`src/rtl/minmax_datapath.sv`:
```
// Sample pipeline plus running min/max registers for the min/max tracking controller.
// Provides forwarded comparator flags, a saturating sample count and a registered range.
module minmax_datapath #(
    parameter int W     = 8,
    parameter int CNT_W = 16
) (
    input  logic             clk,
    input  logic             rst,
    input  logic [W-1:0]     data_in,
    input  logic             reg_clr,
    input  logic             reg_ld,
    input  logic             max_clr,
    input  logic             max_ld,
    input  logic             min_clr,
    input  logic             min_ld,
    output logic             A_lt_B,
    output logic             C_gt_D,
    output logic [W-1:0]     min_out,
    output logic [W-1:0]     max_out,
    output logic [W-1:0]     range_out,
    output logic             range_valid,
    output logic [CNT_W-1:0] sample_cnt
);

    localparam logic [W-1:0]     ALL_ONES = {W{1'b1}};
    localparam logic [CNT_W-1:0] CNT_MAX  = {CNT_W{1'b1}};

    logic [W-1:0]     r_data_reg;
    logic [W-1:0]     r_data_d;
    logic [W-1:0]     r_min;
    logic [W-1:0]     r_max;
    logic [W-1:0]     r_range;
    logic             r_range_valid;
    logic [CNT_W-1:0] r_cnt;

    logic [W-1:0]     w_eff_min;
    logic [W-1:0]     w_eff_max;
    logic             w_bound_clr;

    // Forward this cycle's clear/load so back-to-back decisions see the new bound.
    always_comb begin
        w_eff_min = r_min;
        if (min_clr)
            w_eff_min = ALL_ONES;
        else if (min_ld)
            w_eff_min = r_data_d;

        w_eff_max = r_max;
        if (max_clr)
            w_eff_max = '0;
        else if (max_ld)
            w_eff_max = r_data_d;
    end

    assign w_bound_clr = min_clr | max_clr;

    always_ff @(posedge clk) begin
        if (rst) begin
            r_data_reg    <= '0;
            r_data_d      <= '0;
            r_min         <= ALL_ONES;
            r_max         <= '0;
            r_cnt         <= '0;
            r_range       <= '0;
            r_range_valid <= 1'b0;
        end else begin
            if (reg_clr) begin
                r_data_reg <= '0;
                r_data_d   <= '0;
            end else if (reg_ld) begin
                r_data_reg <= data_in;
                r_data_d   <= r_data_reg;
            end

            r_min <= w_eff_min;
            r_max <= w_eff_max;

            if (w_bound_clr)
                r_cnt <= '0;
            else if (reg_ld && (r_cnt != CNT_MAX))
                r_cnt <= r_cnt + 1'b1;

            if (w_bound_clr) begin
                r_range       <= '0;
                r_range_valid <= 1'b0;
            end else begin
                r_range       <= w_eff_max - w_eff_min;
                r_range_valid <= (w_eff_max >= w_eff_min) && (r_cnt != '0);
            end
        end
    end

    assign A_lt_B      = (r_data_reg < w_eff_min);
    assign C_gt_D      = (r_data_reg > w_eff_max);
    assign min_out     = r_min;
    assign max_out     = r_max;
    assign range_out   = r_range;
    assign range_valid = r_range_valid;
    assign sample_cnt  = r_cnt;

endmodule

```
`config.mk`:
```
export PLATFORM = sky130hd
export DESIGN_NAME = minmax_datapath
export DESIGN_NICKNAME = d
export VERILOG_FILES = /design/src/rtl/minmax_datapath.sv
export SDC_FILE = /design/constraint.sdc
export NUM_CORES = 1
export LEC_CHECK = 0
export CORE_MARGIN = 2
export CORE_UTILIZATION = 52
export DETAILED_ROUTE_END_ITERATION = 6
export GPL_ROUTABILITY_DRIVEN = 0
export PLACE_DENSITY_LB_ADDON = 0.3
export SETUP_SLACK_MARGIN = 0.4
export SLEW_MARGIN = 20
export SYNTH_ARGS = -nofsm -noshare
export SYNTH_HDL_FRONTEND = slang
export SYNTH_SLANG_ARGS = --single-unit
```
`constraint.sdc`:
```
create_clock -name clk -period 2.7 [get_ports clk]
set_input_delay 0.27 -clock clk [delete_from_list [all_inputs] [get_ports clk]]
set_output_delay 0.27 -clock clk [all_outputs]
set_load 0.1 [all_outputs]
```
==> metrics.sh, run 1 <==
DRC=0
MAX_CAP_VIOLATIONS=0
POWER.STATIC_LEAKAGE_uW=0.00183
LAYOUTNONFILLERINSTCOUNT=483
SWSHARE_PCT=27.7
SYNTH_COMPOUND_GATE_AREA_SHARE_PCT=12.8
ANT_DIODES=0
TIMING.CRITICAL_PATH.MODE_CELL='sky130_fd_sc_hd__a211oi_4'
DIEAREA_SQ_UM=6390
CRITPATHTOPFAMILY='compound AO/OA/AOI/OAI gates'
GRT_FIRST_PASS_WIRELENGTH_UM=12600
ASR_FLOP_RATIO_SYNTH_PCT=0
RSZ0062_AT_GRT='yes'
SYNTH_SIMPLE_GATE_AREA_SHARE_PCT=20.5
REG2REG_DEPTH=9
CELL_VARIETY_AFTER_SYNTH=45
COMMONEST_CELLS_IN_THE_NETLIST='57 x sky130_fd_sc_hd__dfxtp_1, 49 x sky130_fd_sc_hd__nor2_1, 24 x sky130_fd_sc_hd__mux2i_1, 23 x sky130_fd_sc_hd__ha_1, 17 x sky130_fd_sc_hd__xor2_1'
INITIAL_CORE_UTIL_PCT=54.1
SYNTH.MUX.AREA_FRACTION_PCT=9.26
FINAL_MAX_TRAN_VIOLS=0
DETAIL_ROUTE.FIRST_PASS.ITERATIONS=4
CLOCK_INSERTION_DELAY_WORST_SKEW_NS=0.34
FLOORPLAN.IO_PINS=59
HOLD_START='r_data_d[7]'
HOLD_FAILS_FINAL_RPT=0
SYNTH_TOP_AREA_CELL='sky130_fd_sc_hd__dfxtp_1'
FP.COREAREA_SQ_UM=5540
SEQUENTIALPOWERSHARE_PCT=42.8
WORST_SLEW_MARGIN_REL_PCT=49.7
YOSYSSEQAREASHARE_PCT=38.0
SYN_NETS=364
ROUTE.DETAILED.VIAS_PER_INST=5.57
NETLIST.AREA_LEADER.SHARE_PCT=38.0
CRIT_PATH_TOP_DELAY_CELL='sky130_fd_sc_hd__dfxtp_4'
SYNTH_WARNINGS=0
DRIVE_GT1_SHARE_PCT=33.8
CLOCK_PATH_BUFFERS=2
ANTENNA_FOUND_INITIAL=0
R2R-START='min_out[0]'
NUMPLACEDINSTANCES=461
CP_MAX_FO=2
SETUP_VIOL_COUNT_FINAL=0
SYNTH-XOR-AREA-SHARE_PCT=5.55
HTREE_LEVELS=3
HOLD_PATH.CLASS='reg -> reg'
TIMING.CRITICAL_PATH.SLOWEST_CELL_DELAY_NS=0.34
MAXIMUM_NUMBER_OF_PINS_ON_ONE_NET_BEFORE_GLOBAL_ROUTE_REPAIR=23
NUMBER_OF_GLOBAL_ROUTE_VIAS_BEFORE_REPAIR=2607
CRITICAL_PATH.CELL_CHAIN='nor2b_4 > a211oi_4 > ha_1 > a21oi_1 > nor2b_1 > o21ai_1 > nand2b_1 > a211oi_4 > buf_12'
MAPPED_AVG_CELL_AREA_SQ_UM=9.26
CLOCK-SKEW-FINAL_NS=0.00737
NETLIST_INSTANCES=324
WORSTSETUPPATHDEPTH=9
TOTAL_HALF_PERIMETER_WIRELENGTH_AFTER_LEGALIZATION_AND_DETAILED_PLACEMENT_UM=5450
CTS_NUM_SINKS=57
VIA_COUNT=2688
LAYOUT-AREA-OVERHEAD-VS-SYNTH_PCT=39.8
NUMBER_OF_BUFFERS_AND_INVERTERS_ON_THE_CRITICAL_PATH=1
ADDER_CELL_SHARE_OF_THE_SYNTHESIZED_AREA_PCT=10.3
DETAIL_ROUTE.WIRELENGTH_UM=7970
LARGEST_REG_FLOPS=16
VDD_IR_DROP_MAX_V=0.000318
NNETSFINAL=446
CTS_HOLD_BUF=0
POWER_DENSITY_nW_PER_UM2=477
SYNTH_TOP_FAMILY_BY_AREA='simple AND/OR/NAND/NOR gates'
SYNTH_ENABLE_FLOP_CELLS=0
MAX_CLOCK_FREQ_MHz=382
HOLDPATHSTAGES=2
SYNTH_TOP_CELLS_BY_AREA='sky130_fd_sc_hd__dfxtp_1 38%, sky130_fd_sc_hd__ha_1 9.6%, sky130_fd_sc_hd__mux2i_1 8.0%'
DIE_H_UM=79.9
DIE_X_UM=79.9
STARTPOINT_TYPE='flop'
TIMING.CRITICAL_PATH.FROM='min_out[4]'
COUNT_OF_ROUTING_VIOLATIONS_AFTER_THE_OPENING_DETAILED_ROUTE_ITERATION=130
TRITONCTS='yes'
ARRIVAL_NS=2.35
POWER.INTERNAL_uW=1450
RESULT_OF_THE_RUN='complete, no violations'
POWER.CLOCK.FRACTION_PCT=39.8
FLOORPLAN.ROWS=27
POST-SYNTH-TOP-COUNT-CELL='sky130_fd_sc_hd__dfxtp_1'
CLOCK_TREE.ROOT_CELL='sky130_fd_sc_hd__clkbuf_8'
CTS_BUFFERS=9
GLOBALROUTEOVERFLOWTOTAL=0
POSTSYNTHREGISTERBITS=57
ANTENNA_VIOLATING_NETS_POST_ROUTE=0
NUMBER_OF_I_O_PORT_BUFFERS=58
FINAL_MIN_PERIOD_OVER_CLOCK_PERIOD_PCT=97.1
CRITICAL_PATH.ENDPOINT_TYPE='output pin'
CRITPATHREQUIREDTIME_NS=2.43
TIGHTEST_SLEW_NS=0.755
WORSTSETUPPATHTYPE='reg -> out'
COMB_POWER_SHARE_PCT=17.4
WORST_SETUP_HOLD_PATH_CLK_SLEW_NS=0.07
LAYOUT_MIN_CYCLE_TIME_NS=2.62
DRT-WIRELENGTH-PER-CELL_UM=16.5
SWITCHING_POWER_uW=555
DOMINANTREGCELLSYNTH='sky130_fd_sc_hd__dfxtp_1'
GRT.TOTAL_USAGE_PCT=25.7
SYNTHESIS.AREA_SQ_UM=3000
TOTALNEGATIVESETUPSLACK_NS=0
## final cells by class
class	instances	area [sq um]
Timing Repair Buffer	83	719
Tap cell	72	90.1
Clock buffer	12	155
Inverter	14	52.6
Multi-Input combinational cell	241	1930
Fill cell	401	1350
Sequential cell	57	1210
Clock inverter	4	42.5
## power groups by stage
stage          logic, uW  clock network [uW]  registers (uW)
4_1_cts              341                 809             858
3_5_place_dp         326                   0             877
3_3_place_gp         321                   0             877
5_1_grt              368                 848             857
6_report             348                 798             857
2_1_floorplan        150                   0             943
## stage by stage
| stage | cell area (sq um) | total power [uW] | hold slack (ns) | setup WS [ns] | util, % |
|---|---|---|---|---|---|
| finish | 4190 | 2000 | 0.513 | 0.0789 | 75.7 |
| global placement | 3840 | 1200 | 0.518 | 0.0363 | 69.3 |
| global route | 4190 | 2070 | 0.563 | 0.0142 | 75.7 |
| CTS | 4140 | 2010 | 0.530 | 0.260 | 74.7 |
| detailed placement | 3840 | 1200 | 0.525 | 0.0183 | 69.3 |
| floorplan | 3130 | 1090 | 0.417 | 0.0995 | - |
## cells by family (layout without fill, tap and decap cells)
group | after synthesis | after routing
xor gates and xnor gates | 19 | 19
adders and majority gates | 24 | 24
AOI/OAI and AO/OA | 55 | 55
buffers and inverters | 26 | 113
DFF | 57 | 57
muxes | 26 | 26
and+or+nand+nor | 117 | 117
## placed cells by master (no fill, tap or decap), drive strengths merged, types with 5 or more instances in the layout
cell type	count
xor2	17
a21oi	8
mux2i	25
o21ai	13
clkdlybuf4s50	11
nor2b	9
nand4	6
clkbuf	12
buf	68
dfxtp	57
nand2	9
nand2b	10
a211oi	9
nor2	49
o2111ai	5
or2	8
ha	23
and3	7
inv	14
## worst register-to-register path, stage by stage, from the launching register on
cell                       delay [ns]
sky130_fd_sc_hd__dfxtp_4         0.33
sky130_fd_sc_hd__nor2b_1         0.13
sky130_fd_sc_hd__a211oi_1        0.30
sky130_fd_sc_hd__inv_1           0.08
sky130_fd_sc_hd__ha_1            0.23
sky130_fd_sc_hd__fa_1            0.40
sky130_fd_sc_hd__o32ai_1         0.28
sky130_fd_sc_hd__a31oi_1         0.13
sky130_fd_sc_hd__xor2_1          0.16
sky130_fd_sc_hd__nor2_1          0.06
## layer usage
metal / global-route usage, % / part of all wire [%] / wire length (um) / vias to the layer above
met2: 43.4 / 51 / 4060 / 94
met4: 12.0 / 1.8 / 140 / 0
met3: 4.98 / 5.9 / 468 / 16
met5: 0 / 0 / 0 / -
li1: - / - / - / 1308
met1: 31.4 / 41 / 3310 / 1270
## final timing paths
check / endpoint / slack, ns
max: A_lt_B / 0.08
min: r_data_d[7] / 0.51
max reg2reg: range_out[6] / 0.45
min reg2reg: r_data_d[7] / 0.51
## repair_timing
action                     in CTS  in global routing
gates cloned                    0                  0
pin swaps                       7                  5
setup endpoints to repair       5                  5
buffers inserted                5                  1
gates resized for setup        20                 11
Power figures use the tool's default switching activity.
==> inputs of run 2 (changes only) <==
CORE_UTILIZATION = 44   (was 52)
SETUP_SLACK_MARGIN = 0.5   (was 0.4)
==> run 2 against run 1 <==
Non-clock buffer count shrank 3. Sequential share of layout area increased by 0.33 points. Count of clock-buffer cells in the layout increased by 1. Clock skew up 0.0026 ns. Sequential power barely moved. Setup slack better by 0.19 ns. Die area increased by 17%. Combinational power shrank 3%. Register-to-register slack better by 0.05 ns. First-iteration DRC count fell by 11%. Critical path depth decreased by 1. Largest cell class unchanged.
==> metrics.sh, run 2 (same netlist as run 1, synthesis figures left out) <==
DETAIL_ROUTE.WIRELENGTH_UM=7240  # -9.2%
POWER.INTERNAL_uW=1500  # +3.4%
LARGEST_REG_FLOPS=16  # unchanged
CTS_BUFFERS=9  # unchanged
COMB_POWER_SHARE_PCT=16.5  # -0.9 points
STARTPOINT_TYPE='flop'
GRT_FIRST_PASS_WIRELENGTH_UM=11900  # -5.6%
MULTIINPUTGATEAREA_SQ_UM=1870  # -3.0%
TIGHTEST_SLEW_NS=0.766  # +0.0108 ns
WL_MET1_UM=3410  # +3.0%
FLOORPLAN.IO_PINS=59  # unchanged
SWSHARE_PCT=26.5  # -1.2 points
CLOCK-SKEW-FINAL_NS=0.00994  # +0.00257 ns
NUMBER_OF_GLOBAL_ROUTE_VIAS_BEFORE_REPAIR=2489  # -4.5%
RSZ0062_AT_GRT='yes'
FLOORPLAN.ROWS=30  # +11%
ANT_DIODES=0  # unchanged
DRC=0  # unchanged
DRIVE_GT1_SHARE_PCT=33.1  # -0.73 points
LAYOUTNONFILLERINSTCOUNT=488  # +1.0%
NNETSFINAL=443  # -0.67%
FIN_WORST_HOLD_SLACK_NS=0.476  # -0.0365 ns
DETAIL_ROUTE.FIRST_PASS.ITERATIONS=4  # unchanged
VDD_IR_DROP_MAX_V=0.000336  # +5.5%
MAX_CAP_VIOLATIONS=0  # unchanged
GRT.TOTAL_USAGE_PCT=20.5  # -5.2 points
SWITCHING_POWER_uW=540  # -2.7%
RESULT_OF_THE_RUN='complete, no violations'
ANTENNA_VIOLATING_NETS_POST_ROUTE=0  # unchanged
COUNT_OF_ROUTING_VIOLATIONS_AFTER_THE_OPENING_DETAILED_ROUTE_ITERATION=116  # -11%
SETUP_VIOL_COUNT_FINAL=0  # unchanged
FINAL_MAX_TRAN_VIOLS=0  # unchanged
HOLD_FAILS_FINAL_RPT=0  # unchanged
DIE_H_UM=86.6  # +8.3%
COMMONEST_NON_FILL_NON_TAP_CELLS_IN_THE_LAYOUT='59 x sky130_fd_sc_hd__buf_4, 48 x sky130_fd_sc_hd__nor2_1, 29 x sky130_fd_sc_hd__dfxtp_1, 24 x sky130_fd_sc_hd__mux2i_1, 22 x sky130_fd_sc_hd__ha_1'
LAYOUT_MIN_CYCLE_TIME_NS=2.43  # -0.189 ns
CLOCK_TREE.ROOT_CELL='sky130_fd_sc_hd__clkbuf_8'
WORST_SETUP_HOLD_PATH_CLK_SLEW_NS=0.06  # about the same
WORST_SLEW_MARGIN_REL_PCT=48.9  # -0.72 points
HOLD_PATH.CLASS='in -> reg'
CRITPATHREQUIREDTIME_NS=2.43  # about the same
ARRIVAL_NS=2.16  # -0.19 ns
VIA_COUNT=2598  # -3.3%
CLOCK_PATH_BUFFERS=2  # unchanged
CP_MAX_FO=2  # unchanged
FP.COREAREA_SQ_UM=6680  # +21%
CLOCK_INSERTION_DELAY_WORST_SKEW_NS=0.34  # about the same
SEQUENTIALPOWERSHARE_PCT=42.1  # -0.7 points
ANTENNA_FOUND_INITIAL=0  # unchanged
TRITONCTS='yes'
TOTAL_HALF_PERIMETER_WIRELENGTH_AFTER_LEGALIZATION_AND_DETAILED_PLACEMENT_UM=5430  # -0.52%
DRT-WIRELENGTH-PER-CELL_UM=14.8  # -10%
POWER.CLOCK.FRACTION_PCT=41.4  # +1.6 points
LAYOUT-AREA-OVERHEAD-VS-SYNTH_PCT=38.1
ROUTE.DETAILED.VIAS_PER_INST=5.32  # -4.3%
FINAL_MIN_PERIOD_OVER_CLOCK_PERIOD_PCT=90.1  # -7.0 points
WORSTSETUPPATHTYPE='reg -> out'
INITIAL_CORE_UTIL_PCT=44.9  # -9.2 points
MOSTFREQUENTLAYOUTCELL='sky130_fd_sc_hd__buf_4'
DIE_X_UM=86.6  # +8.3%
HIGHEST-SIGNAL-LAYER='met4'
DR_WL_MET2_UM=3450  # -15%
POWER_DENSITY_nW_PER_UM2=492  # +3.0%
NUMPLACEDINSTANCES=470  # +2.0%
MAX_CLOCK_FREQ_MHz=411  # +7.8%
POWER.STATIC_LEAKAGE_uW=0.00182  # -0.82%
NFILLCELLS=565  # +41%
SEQCELLAREA_SQ_UM=1210  # -0.10%
HTREE_LEVELS=3  # unchanged
GLOBALROUTEOVERFLOWTOTAL=0  # unchanged
DIEAREA_SQ_UM=7490  # +17%
MAXIMUM_NUMBER_OF_PINS_ON_ONE_NET_BEFORE_GLOBAL_ROUTE_REPAIR=23  # unchanged
DR_WL_MET3_UM=291  # -38%
CTS_NUM_SINKS=57  # unchanged
NUMBER_OF_I_O_PORT_BUFFERS=58  # unchanged
CRITICAL_PATH.ENDPOINT_TYPE='output pin'
## run 2: final timing paths
check            startpoint             end  slack (ns)  depth (start not counted)
max              min_out[3]          A_lt_B        0.27                          8
min reg2reg  sample_cnt[13]  sample_cnt[13]        0.52                          2
min                 min_clr      min_out[2]        0.48                          3
max reg2reg      min_out[0]    range_out[6]        0.50                          9
## run 2: metrics by stage
step	area, sq um	TNS (ns)	worst slack, ns	util [%]	total power [uW]
6_report	4140	0	0.268	62.0	2040
5_1_grt	4140	0	0.136	62.0	2120
4_1_cts	4120	0	0.215	61.6	2060
3_5_place_dp	3880	-0.0559	-0.0424	58.1	1200
3_3_place_gp	3880	0	0.00451	58.1	1200
2_1_floorplan	3140	0	0.0995	-	1090
## run 2: metal layers
layer	global-route usage (%)	vias up
met4	7.24	0
li1	-	1306
met3	5.33	8
met1	26.9	1231
met5	0	-
met2	32.7	53
## run 2: power by group through the flow
stage          clock network, uW  registers [uW]  logic [uW]
2_1_floorplan                  0             943         150
3_3_place_gp                   0             877         324
3_5_place_dp                   0             877         328
4_1_cts                      865             858         333
5_1_grt                      904             859         357
6_report                     842             858         336
## run 2: critical path, cell delays in order, from the launching register on
cell and delay [ns]:
sky130_fd_sc_hd__dfxtp_4 0.34, sky130_fd_sc_hd__nor2b_1 0.13, sky130_fd_sc_hd__a211oi_2 0.20, sky130_fd_sc_hd__ha_1 0.27, sky130_fd_sc_hd__and3_1 0.19, sky130_fd_sc_hd__o2111ai_1 0.10, sky130_fd_sc_hd__a21oi_1 0.09, sky130_fd_sc_hd__a211oi_4 0.28
sky130_fd_sc_hd__buf_12 0.21
## run 2: timing repair
item,in CTS,in global routing
hold buffers,0,0
setup buffers,2,0
setup endpoints to repair,7,6
resized for setup,15,6
pin swaps,7,8
## run 2: final cells by class
| class | count | area share [%] |
|---|---|---|
| Timing Repair Buffer | 80 | 17.2 |
| Clock inverter | 3 | 1.57 |
| Sequential cell | 57 | 29.1 |
| Tap cell | 80 | 2.42 |
| Multi-Input combinational cell | 241 | 45.1 |
| Clock buffer | 13 | 3.35 |
| Inverter | 14 | 1.27 |
